### config.mk
export PLATFORM = sky130hd
export DESIGN_NAME = mem_port_arbiter_flat
export DESIGN_NICKNAME = d
export VERILOG_FILES = /design/src/rtl/mem_port_arbiter_if.sv /design/src/rtl/mem_port_arbiter.sv /design/src/flat_wrapper.sv
export SDC_FILE = /design/constraint.sdc
export NUM_CORES = 1
export LEC_CHECK = 0
export BUFFER_PORTS_ARGS = -buffer_cell sky130_fd_sc_hd__buf_2
export CAP_MARGIN = 10
export CORE_MARGIN = 3
export CORE_UTILIZATION = 43
export CTS_BUF_LIST = sky130_fd_sc_hd__clkbuf_2 sky130_fd_sc_hd__clkbuf_4 sky130_fd_sc_hd__clkbuf_8
export CTS_CLUSTER_DIAMETER = 120
export DETAILED_ROUTE_END_ITERATION = 10
export GPL_ROUTABILITY_DRIVEN = 0
export PLACE_DENSITY = 0.72
export SYNTH_ARGS = -nofsm -noshare
export SYNTH_HDL_FRONTEND = slang
export SYNTH_SLANG_ARGS = --single-unit
### constraint.sdc
create_clock -name clk -period 2.4 [get_ports clk]
set_input_delay 0.36 -clock clk [delete_from_list [all_inputs] [get_ports clk]]
set_output_delay 0.36 -clock clk [all_outputs]
set_load 0.03 [all_outputs]
### src/rtl/mem_port_arbiter_if.sv
// mem_port_arbiter_if: signal bundle between the requesters (fetch and
// load/store), the arbiter and the single-ported memory macro.
//
// Handshake: a requester raises *_req with stable address/data and keeps
// them stable until *_gnt is seen high in the same cycle; the access is
// accepted in that cycle. Dropping *_req before a grant withdraws it.
// *_rvalid is a one-cycle pulse that returns exactly one response per grant.
interface mem_port_arbiter_if #(
    parameter int MASK_W = 16
);
    // fetch requester
    logic              if_req;
    logic [31:0]       if_addr;
    logic              if_gnt;
    logic              if_rvalid;
    logic [31:0]       if_rdata;

    // load/store requester
    logic              ls_req;
    logic              ls_wr;
    logic [31:0]       ls_addr;
    logic [31:0]       ls_wdata;
    logic [MASK_W-1:0] ls_wr_mask;
    logic              ls_gnt;
    logic              ls_rvalid;
    logic [31:0]       ls_rdata;

    // memory macro
    logic              mem_en;
    logic              mem_wr;
    logic [31:0]       mem_addr;
    logic [31:0]       mem_wdata;
    logic [MASK_W-1:0] mem_wr_mask;
    logic [31:0]       mem_rdata;

    // arbiter side
    modport slave (
        input  if_req, if_addr,
        output if_gnt, if_rvalid, if_rdata,
        input  ls_req, ls_wr, ls_addr, ls_wdata, ls_wr_mask,
        output ls_gnt, ls_rvalid, ls_rdata,
        output mem_en, mem_wr, mem_addr, mem_wdata, mem_wr_mask,
        input  mem_rdata
    );

    // requester / memory side
    modport master (
        output if_req, if_addr,
        input  if_gnt, if_rvalid, if_rdata,
        output ls_req, ls_wr, ls_addr, ls_wdata, ls_wr_mask,
        input  ls_gnt, ls_rvalid, ls_rdata,
        input  mem_en, mem_wr, mem_addr, mem_wdata, mem_wr_mask,
        output mem_rdata
    );
endinterface

### src/rtl/mem_port_arbiter.sv
// mem_port_arbiter: shares one memory port between instruction fetch (IF)
// and the load/store controller (LS). One access in flight at a time; the
// fixed read latency is tracked and the response is routed to its owner.
//
// Arbitration: LS has priority, but after MAX_WAIT consecutive LS grants
// taken while IF was waiting, IF is forced to win.
// Optional macro ARB_ROUND_ROBIN_EN: replaces the priority/starvation
// scheme with round robin on the most recent winner.
//
// o_dbg_state exposes the FSM state: 0 = IDLE, 1 = RD_WAIT, 2 = RESP.
module mem_port_arbiter #(
    parameter int RD_LAT   = 2,
    parameter int MAX_WAIT = 4,
    parameter int MASK_W   = 16
) (
    input  logic               clk,
    input  logic               rst_n,
    mem_port_arbiter_if.slave  bus,
    output logic [1:0]         o_dbg_state
);

    typedef enum logic [1:0] {
        ST_IDLE    = 2'd0,
        ST_RD_WAIT = 2'd1,
        ST_RESP    = 2'd2
    } state_t;

    localparam logic [2:0]        LAT_C     = 3'(RD_LAT);
    localparam logic [MASK_W-1:0] MASK_ONES = '1;

    // FSM state and read latency counter
    state_t      r_state;
    state_t      w_state_nxt;
    logic [2:0]  r_lat_cnt;
    logic [2:0]  w_lat_cnt_nxt;

    // 1 = LS owns the access in flight, 0 = IF
    logic        r_owner_ls;

    // response data and last driven memory address/data
    logic [31:0] r_if_rdata;
    logic [31:0] r_ls_rdata;
    logic [31:0] r_mem_addr;
    logic [31:0] r_mem_wdata;

`ifdef ARB_ROUND_ROBIN_EN
    // 1 = LS won the most recent grant
    logic        r_last_ls;
`else
    localparam logic [3:0] MAX_WAIT_C = 4'(MAX_WAIT);
    // consecutive LS grants taken while IF was waiting
    logic [3:0]  r_starve_cnt;
`endif

    logic        w_grant_ok;
    logic        w_if_win;
    logic        w_ls_win;
    logic        w_if_gnt;
    logic        w_ls_gnt;
    logic        w_any_gnt;
    logic        w_ls_store;
    logic        w_lat_done;
    logic        w_capture;

    // Arbitration: grants only in IDLE or RESP and never while in reset
    always_comb begin
        w_grant_ok = rst_n && ((r_state == ST_IDLE) || (r_state == ST_RESP));
`ifdef ARB_ROUND_ROBIN_EN
        // on contention the requester that did not win last time goes
        w_if_win   = bus.if_req && (!bus.ls_req || r_last_ls);
`else
        // LS wins contention unless IF has waited MAX_WAIT grants
        w_if_win   = bus.if_req && (!bus.ls_req || (r_starve_cnt == MAX_WAIT_C));
`endif
        w_ls_win   = bus.ls_req && !w_if_win;
        w_if_gnt   = w_grant_ok && w_if_win;
        w_ls_gnt   = w_grant_ok && w_ls_win;
        w_any_gnt  = w_if_gnt || w_ls_gnt;
        w_ls_store = w_ls_gnt && bus.ls_wr;
        w_lat_done = (r_lat_cnt == LAT_C);
        w_capture  = (r_state == ST_RD_WAIT) && w_lat_done;
    end

    // Next-state logic: reads wait out the latency, stores answer next cycle
    always_comb begin
        w_state_nxt   = r_state;
        w_lat_cnt_nxt = r_lat_cnt;
        case (r_state)
            ST_IDLE, ST_RESP: begin
                if (w_ls_store) begin
                    w_state_nxt = ST_RESP;
                end else if (w_any_gnt) begin
                    w_state_nxt   = ST_RD_WAIT;
                    w_lat_cnt_nxt = 3'd1;
                end else begin
                    w_state_nxt = ST_IDLE;
                end
            end
            ST_RD_WAIT: begin
                if (w_lat_done) begin
                    w_state_nxt = ST_RESP;
                end else begin
                    w_lat_cnt_nxt = r_lat_cnt + 3'd1;
                end
            end
            default: begin
                w_state_nxt = ST_IDLE;
            end
        endcase
    end

    // State register and latency counter
    always_ff @(posedge clk) begin
        if (!rst_n) begin
            r_state   <= ST_IDLE;
            r_lat_cnt <= 3'd0;
        end else begin
            r_state   <= w_state_nxt;
            r_lat_cnt <= w_lat_cnt_nxt;
        end
    end

    // Memory-side and requester-side outputs
    always_comb begin
        bus.if_gnt      = w_if_gnt;
        bus.ls_gnt      = w_ls_gnt;
        bus.mem_en      = w_any_gnt;
        bus.mem_wr      = w_ls_store;
        bus.mem_addr    = r_mem_addr;
        bus.mem_wdata   = r_mem_wdata;
        bus.mem_wr_mask = MASK_ONES;
        if (w_ls_gnt) begin
            bus.mem_addr  = bus.ls_addr;
            bus.mem_wdata = bus.ls_wdata;
            if (bus.ls_wr) begin
                bus.mem_wr_mask = bus.ls_wr_mask;
            end
        end else if (w_if_gnt) begin
            // fetches never write, so data holds and the mask stays all ones
            bus.mem_addr = bus.if_addr;
        end
        bus.if_rvalid = (r_state == ST_RESP) && !r_owner_ls;
        bus.ls_rvalid = (r_state == ST_RESP) && r_owner_ls;
        bus.if_rdata  = r_if_rdata;
        bus.ls_rdata  = r_ls_rdata;
        o_dbg_state   = r_state;
    end

    // Owner, held address/data and read-data capture
    always_ff @(posedge clk) begin
        if (!rst_n) begin
            r_owner_ls  <= 1'b0;
            r_mem_addr  <= 32'd0;
            r_mem_wdata <= 32'd0;
            r_if_rdata  <= 32'd0;
            r_ls_rdata  <= 32'd0;
        end else begin
            if (w_any_gnt) begin
                r_owner_ls  <= w_ls_gnt;
                r_mem_addr  <= bus.mem_addr;
                r_mem_wdata <= bus.mem_wdata;
            end
            if (w_capture) begin
                if (r_owner_ls) begin
                    r_ls_rdata <= bus.mem_rdata;
                end else begin
                    r_if_rdata <= bus.mem_rdata;
                end
            end
        end
    end

`ifdef ARB_ROUND_ROBIN_EN
    // Remember who won the latest grant for the next contention
    always_ff @(posedge clk) begin
        if (!rst_n) begin
            r_last_ls <= 1'b0;
        end else if (w_any_gnt) begin
            r_last_ls <= w_ls_gnt;
        end
    end
`else
    // Count LS grants that IF lost; any IF grant or idle IF clears it
    always_ff @(posedge clk) begin
        if (!rst_n) begin
            r_starve_cnt <= 4'd0;
        end else if (!bus.if_req || w_if_gnt) begin
            r_starve_cnt <= 4'd0;
        end else if (w_ls_gnt && (r_starve_cnt != MAX_WAIT_C)) begin
            r_starve_cnt <= r_starve_cnt + 4'd1;
        end
    end
`endif

endmodule

### src/flat_wrapper.sv
// flat-port wrapper written by rule: the top's interface ports become plain ports
module mem_port_arbiter_flat 
#(
    parameter int RD_LAT   = 2,
    parameter int MAX_WAIT = 4,
    parameter int MASK_W   = 16
)
  (clk, rst_n, o_dbg_state, bus_if_req, bus_if_addr, bus_if_gnt, bus_if_rvalid, bus_if_rdata, bus_ls_req, bus_ls_wr, bus_ls_addr, bus_ls_wdata, bus_ls_wr_mask, bus_ls_gnt, bus_ls_rvalid, bus_ls_rdata, bus_mem_en, bus_mem_wr, bus_mem_addr, bus_mem_wdata, bus_mem_wr_mask, bus_mem_rdata);
  mem_port_arbiter_if #(.MASK_W(MASK_W)) bus_i ();
  input  logic clk;
  input  logic rst_n;
  output logic [1:0] o_dbg_state;
  input wire logic [$bits(bus_i.if_req)-1:0] bus_if_req;
  input wire logic [$bits(bus_i.if_addr)-1:0] bus_if_addr;
  output wire logic [$bits(bus_i.if_gnt)-1:0] bus_if_gnt;
  output wire logic [$bits(bus_i.if_rvalid)-1:0] bus_if_rvalid;
  output wire logic [$bits(bus_i.if_rdata)-1:0] bus_if_rdata;
  input wire logic [$bits(bus_i.ls_req)-1:0] bus_ls_req;
  input wire logic [$bits(bus_i.ls_wr)-1:0] bus_ls_wr;
  input wire logic [$bits(bus_i.ls_addr)-1:0] bus_ls_addr;
  input wire logic [$bits(bus_i.ls_wdata)-1:0] bus_ls_wdata;
  input wire logic [$bits(bus_i.ls_wr_mask)-1:0] bus_ls_wr_mask;
  output wire logic [$bits(bus_i.ls_gnt)-1:0] bus_ls_gnt;
  output wire logic [$bits(bus_i.ls_rvalid)-1:0] bus_ls_rvalid;
  output wire logic [$bits(bus_i.ls_rdata)-1:0] bus_ls_rdata;
  output wire logic [$bits(bus_i.mem_en)-1:0] bus_mem_en;
  output wire logic [$bits(bus_i.mem_wr)-1:0] bus_mem_wr;
  output wire logic [$bits(bus_i.mem_addr)-1:0] bus_mem_addr;
  output wire logic [$bits(bus_i.mem_wdata)-1:0] bus_mem_wdata;
  output wire logic [$bits(bus_i.mem_wr_mask)-1:0] bus_mem_wr_mask;
  input wire logic [$bits(bus_i.mem_rdata)-1:0] bus_mem_rdata;
  assign bus_i.if_req = bus_if_req;
  assign bus_i.if_addr = bus_if_addr;
  assign bus_if_gnt = bus_i.if_gnt;
  assign bus_if_rvalid = bus_i.if_rvalid;
  assign bus_if_rdata = bus_i.if_rdata;
  assign bus_i.ls_req = bus_ls_req;
  assign bus_i.ls_wr = bus_ls_wr;
  assign bus_i.ls_addr = bus_ls_addr;
  assign bus_i.ls_wdata = bus_ls_wdata;
  assign bus_i.ls_wr_mask = bus_ls_wr_mask;
  assign bus_ls_gnt = bus_i.ls_gnt;
  assign bus_ls_rvalid = bus_i.ls_rvalid;
  assign bus_ls_rdata = bus_i.ls_rdata;
  assign bus_mem_en = bus_i.mem_en;
  assign bus_mem_wr = bus_i.mem_wr;
  assign bus_mem_addr = bus_i.mem_addr;
  assign bus_mem_wdata = bus_i.mem_wdata;
  assign bus_mem_wr_mask = bus_i.mem_wr_mask;
  assign bus_i.mem_rdata = bus_mem_rdata;
  mem_port_arbiter #(.RD_LAT(RD_LAT), .MAX_WAIT(MAX_WAIT), .MASK_W(MASK_W)) u_core (.clk(clk), .rst_n(rst_n), .bus(bus_i), .o_dbg_state(o_dbg_state));
endmodule
======== After elaboration in Yosys (flattened, before gate mapping) ========
Cells that the tools add are included.
word-level totals
  latch bits .............................. 0
  bits of input ports ..................... 149
  register bits after elaboration ......... 138
  output and inout port bits .............. 152
  ROM bits ................................ 0
  bits in writable memories ............... 0
  word-level logic and storage cells ...... 59
  memories ................................ 0
operators by class
  equality and inequality tests ........... 9
  reduce and logical (&&, ||, !) cells .... 25
  bitwise logic cells ..................... 2
  $lt $le $gt $ge ......................... 0
  add/sub/neg operators ................... 2
  multipliers ............................. 0
  shift operators ......................... 0
  muxes and demuxes ....................... 13
  div/mod/pow operators ................... 0
operators by type and width
  operator               count
  $mux W32               3
  $mux W16               2
  $logic_and A1 B1 Y1    10
  $mux W3                3
  $ne A2 B2 Y1 const B   3
  $pmux W3 S2            1
  $add A4 B1 Y4 const B  1
  $eq A4 B3 Y1 const B   1
  $logic_not A1 Y1       4
  $logic_or A1 B1 Y1     4
  $mux W2                2
  $ne A4 B3 Y1 const B   1
  $pmux W2 S2            1
  $reduce_and A2 Y1      2
  $reduce_and A4 Y1      1
  $reduce_or A2 Y1       2
  $add A3 B1 Y3 const B  1
  $eq A3 B2 Y1 const B   1
  $eq A2 B1 Y1 const B   1
  $eq A2 B2 Y1 const B   1
  $logic_not A2 Y1       1
  $ne A2 B1 Y1 const B   1
  $not A1 Y1             2
  $reduce_bool A2 Y1     1
  $mux W1                1

======== Logic depth before layout (Yosys ltp) ========
  word-level depth ........................ 10
  gate-level depth with buffers ........... 7
  depth with buffers taken out ............ 6

======== Worst setup path before layout ========
No wires, ideal clock.
  path type ............................... register to output
  from .................................... reg u_core.r_starve_cnt[0]
  to ...................................... out bus_mem_wr_mask[10]
  stages on the path, launching flop included .. 8
  arrival time ............................ 1.667 ns
  slack ................................... 0.373 ns
  required time ........................... 2.040 ns
  buffers on the path ..................... 1
  path through ............................ dfxtp_1 inv_1 ha_1 nand4b_1 nand3_1 inv_1 clkbuf_2 nand2b_1
between the ends
  word-level cells in the longest chain between the ends .. 7
ends and longest elaborated chain
  element                   RTL line                 RTL
  start: declaration        mem_port_arbiter.sv:52   logic [3:0] r_starve_cnt;
  start signal: assignment  mem_port_arbiter.sv:190  r_starve_cnt <= r_starve_cnt + 4'd1;
  $eq A4 B3 Y1              mem_port_arbiter.sv:73   w_if_win = bus.if_req && (!bus.ls_req || (r_starve_cnt == MAX_WAIT_C));
  $logic_or A1 B1 Y1        mem_port_arbiter.sv:73
  $logic_and A1 B1 Y1       mem_port_arbiter.sv:73
  $logic_not A1 Y1          mem_port_arbiter.sv:75   w_ls_win = bus.ls_req && !w_if_win;
  $logic_and A1 B1 Y1       mem_port_arbiter.sv:75
  $logic_and A1 B1 Y1       mem_port_arbiter.sv:77   w_ls_gnt = w_grant_ok && w_ls_win;
  $mux W16                  mem_port_arbiter.sv:132  if (w_ls_gnt) begin
  end: declaration          flat_wrapper.sv:30       output wire logic [$bits(bus_i.mem_wr_mask)-1:0] bus_mem_wr_mask;
Every way passes these cells.

======== Worst setup path after layout ========
  from .................................... reg u_core.r_starve_cnt[0]
  to ...................................... out bus_mem_addr[7]
between the ends
  word-level cells in the longest chain between the ends .. 7
  elaborated cells between the ends (all ways) .. 9
  classes of those cells .................. 1 x eq/ne; 2 x mux; 6 x reduce/logical
ends and longest elaborated chain
  element                  RTL line                 RTL
  $eq A4 B3 Y1 (*)         mem_port_arbiter.sv:73
  $logic_or A1 B1 Y1 (*)   mem_port_arbiter.sv:73
  $logic_and A1 B1 Y1 (*)  mem_port_arbiter.sv:73
  $logic_not A1 Y1         mem_port_arbiter.sv:75
  $logic_and A1 B1 Y1      mem_port_arbiter.sv:75
  $logic_and A1 B1 Y1      mem_port_arbiter.sv:77
  $mux W32 (*)             mem_port_arbiter.sv:132
  end: declaration         flat_wrapper.sv:28       output wire logic [$bits(bus_i.mem_addr)-1:0] bus_mem_addr;
Every way passes the cells marked *; elsewhere a longest branch is shown, timed or not.

==> impl_summary.md <==
Critical path
Walking the worst path, the cells encountered are inv_2 > ha_4 > and4b_4 > clkbuf_16 > or3_4 > o211a_1 > buf_6. Together, buffers and inverters on the worst path number 3. The cell class contributing the biggest share of worst-path delay is simple AND/OR/NAND/NOR gates. The sort of element at the start of the critical path is a flip-flop. The critical path starts at u_core.r_starve_cnt[0].

For the worst setup path, the data required time is around 2000 ps. The slowest library cell on the worst path is sky130_fd_sc_hd__or3_4. The setup path with the least slack is of type reg -> out. STA classifies the critical path endpoint as an output port. The largest stage delay on the critical path is ~380 ps.

STA puts the critical path data arrival time at roughly 2100 ps. The critical register-to-register path startpoint is u_core.r_starve_cnt[0]. Of all nets on the critical path, the largest fanout is 8.

Floorplanning
In this run the core area contains 43 standard-cell rows. From left edge to right edge, the die measures about 130 um. The total core area is between 0.01 and 0.015 sq mm. The starting density of the core is between 40% and 50%.

The floorplan die area is approximately 0.016 sq mm. The die boundary height is 128 um. approximately 300 I/O pins were placed.

Job
Across the run, the number of max-cap violations was 0.

Timing
The number of endpoints with negative hold slack in the final report is 0. Between clock sinks in the finished design, the worst skew comes to between 15 and 20 ps. Hold is met by between 150 and 200 ps. Across all setup checks in the final design, the least slack found is -46.5 ps. The minimum clock period after layout is 2450 ps. The maximum clock frequency is 409 MHz. The total count of max-transition violations in the final report is 0. The setup-violating endpoint count in the final report is 26.

Setup repair after global routing could not meet its margin everywhere. Adding up every negative setup slack in the final design gives -379 ps. Headroom to the max-slew limit came out at between 50% and 60%. The transition time at the pin with the least slew margin is between 600 and 700 ps.

Dividing the final minimum period by the clock period gives 102%.

Synthesis
Synthesis produced a netlist whose cell count is 743. The count of flip-flops with a built-in enable after synthesis is 0. The share of synthesized flip-flops with an asynchronous set or reset is 0%. The netlist uses 40 different library cells. By area the synthesized netlist is led by sky130_fd_sc_hd__dfxtp_1 43%, sky130_fd_sc_hd__a21oi_1 7.9%, sky130_fd_sc_hd__nand3_1 7.9%. The number of warnings printed during yosys synthesis is 0. The post-synth net total is about 900. In this run the cell area of the synthesized design comes to 0.00636 sq mm.

The prevailing post-synth register cell is sky130_fd_sc_hd__dfxtp_1. The share of synthesized area in the top cell type comes to between 40% and 50%. In this run, synthesis produced a sequential element count of roughly 140. Averaged over all synthesized cells, the footprint is between 8 and 9 sq um.

The biggest area contributor in the post-synthesis netlist is sky130_fd_sc_hd__dfxtp_1. Summing the sequential cell areas from Yosys gives 43.4% of the chip area.

Clock tree
The clock tree from TritonCTS is yes. The clock reaches the later pin of the worst-skew pair after 430 ps. TritonCTS created 17 clock buffers.

The H-tree was split into 4 levels. After clock tree synthesis, the clock-pin slew on the worst setup and hold paths is around 80 ps. The master cell of the clock root buffer is sky130_fd_sc_hd__clkbuf_8.

The clock passes through at most 2 buffers. Clock tree synthesis found a total of around 140 sinks.

Layout
The total number of nets in the final design is ~1.2k. The library cell used most frequently in the layout, excluding fill and tap cells, is sky130_fd_sc_hd__buf_2. In the final layout, the share of cells above drive strength 1 is 39.8%. Relative to the synthesized area, the layout overhead comes to 41.6%.

With fillers left out, the area of the finished cells amounts to ~0.0090 sq mm. Leaving out fill and tap cells, the most frequent cells in the layout are 237 x sky130_fd_sc_hd__buf_2, 134 x sky130_fd_sc_hd__dfxtp_1, 100 x sky130_fd_sc_hd__nand3_1, 100 x sky130_fd_sc_hd__a21oi_1, 70 x sky130_fd_sc_hd__o21ai_0. The final non-filler cell total is 1201. The layout has around 1.3k filler cells.

Cells fill between 60% and 70% of the core in the end.

Routing
The number of DRC violations after detailed-routing iteration 0 is approximately 470. For this block, the routed nets add up to approximately 21000 um of wire. In the final routed layout, each cell accounts on average for between 15 and 20 um. The final antenna-violating net count is 0. Before antenna repair, the detailed router went through 5 iterations.

In the routed layout, each cell is associated on average with a via count of 5.65. In the routed design, unresolved DRC markers number 0. The via count is 6784.

Min path
The tightest min-delay check is of the in -> reg type. The worst hold path begins at bus_mem_rdata[5].

Global route
The total overflow left after global routing is 0. For this run, the total global-route usage over all layers was measured as 24.0%. The number of global-route vias before repair is around 6.3k. The initial antenna violation count is 4. The largest net degree at the start of global routing is 66. The wire length of the first global-routing pass is 31900 um.

Placement
The count of buffers added on input and output ports is 300. Prior to clock tree synthesis, the placed netlist has a worst setup slack of 200 ps. Counting tap cells, the placed design contains a total of 1159 instances.

In this run the cell area measured after placement is just under 0.008 sq mm. The half-perimeter wire length after placement is 13700 um.

Pwr
The design draws roughly 5.6 mW. The relative contribution of combinational cells to total power is 23.4%. The net switching power of the design is about 1.7 mW.

Net switching is ~30% of the power. The internal power component is 3.93 mW. Across the VDD grid, the largest voltage drop is roughly 0.00042 V. The clock network fraction of design power is between 30% and 40%. The leakage power is around 4.2 nW.

Sequential cells burn a little over two fifths of the power. For this design the ratio of total power to cell area is between 600 and 700 mW/mm^2.

Outcome
The flow ran to the end, but the final reports show violations. The final reports fail on setup timing.
-- final timing paths --
path,slack (ps),depth (start not counted),to
worst min-delay path,200,3,u_core.bus.if_rdata[5]
worst max register to register,760,6,u_core.r_mem_addr[7]
worst max-delay path,-50,7,bus_mem_addr[7]
worst min register to register,470,2,u_core.bus.if_rdata[22]
-- repair_timing --
action	in CTS	in global routing
gates resized for setup	76	146
setup buffers	2	3
pin swaps	2	3
cloned	3	1
setup endpoints to repair	82	81
hold buffers	0	0
-- worst reg2reg max path, cell delays in order, from the launching register on --
cell and delay [ps]:
sky130_fd_sc_hd__dfxtp_2 330, sky130_fd_sc_hd__inv_2 50, sky130_fd_sc_hd__ha_4 160, sky130_fd_sc_hd__and4b_4 270, sky130_fd_sc_hd__clkbuf_16 200, sky130_fd_sc_hd__or3_4 380, sky130_fd_sc_hd__o2111a_1 150
-- power groups by stage --
stage	clock [mW]	sequential [mW]	combinational [mW]
after floorplan	0	2.46	0.735
after global placement	0	2.46	1.11
after detailed placement	0	2.47	1.11
after CTS	1.94	2.41	1.21
after global routing	2.04	2.42	1.40
final	1.89	2.41	1.32
-- cell usage after synthesis (all sizes together) (2+ instances only) --
| master | count |
|---|---|
| o211a | 32 |
| ha | 4 |
| a21oi | 100 |
| or2 | 2 |
| nand2b | 19 |
| nor3b | 2 |
| dfxtp | 138 |
| inv | 8 |
| or3 | 32 |
| nor2b | 2 |
| nand3b | 3 |
| o2111a | 32 |
| clkbuf | 47 |
| buf | 33 |
| a41o | 2 |
| o21ai | 101 |
| nor4 | 3 |
| nand2 | 33 |
| and3b | 3 |
| a21o | 32 |
| a211oi | 3 |
| nand3 | 100 |
-- area by class of cell --
class                   count  area, sq um  area share (%)
well taps                 180          225            2.50
inverters                   8         33.8           0.375
clock inverters            12          139            1.54
repair buffers            325         2220            24.6
flip-flops and latches    138         2770            30.7
diodes                      1         2.50          0.0278
multi-input cells         517         3360            37.3
clock buffers              20          263            2.92
-- registers in the layout (all words and copies together), names as in the netlist --
signal	cells
u_core.r_mem_addr	32
u_core.r_mem_wdata	32
u_core.bus.ls_rdata	32
u_core.r_lat_cnt	3
u_core.bus.if_rdata	32
u_core.r_owner_ls	1
u_core.r_starve_cnt	4
u_core.o_dbg_state	2
-- cells by family after synthesis --
group                    synth area share [%]
AO/OA/AOI/OAI                            31.3
adder cells (fa/ha/maj)                 0.787
buffers and inverters                    6.80
flip-flops                               43.4
AND/OR/NAND/NOR                          17.7
-- per-layer routing --
| layer | wire length (um) | up-vias | global-route usage (%) |
|---|---|---|---|
| li1 | - | 3279 | - |
| met1 | 8580 | 3170 | 29.0 |
| met2 | 10200 | 282 | 40.2 |
| met3 | 1660 | 49 | 6.63 |
| met4 | 607 | 4 | 10.6 |
| met5 | 24 | - | 0 |
Power figures use the tool's default switching activity.
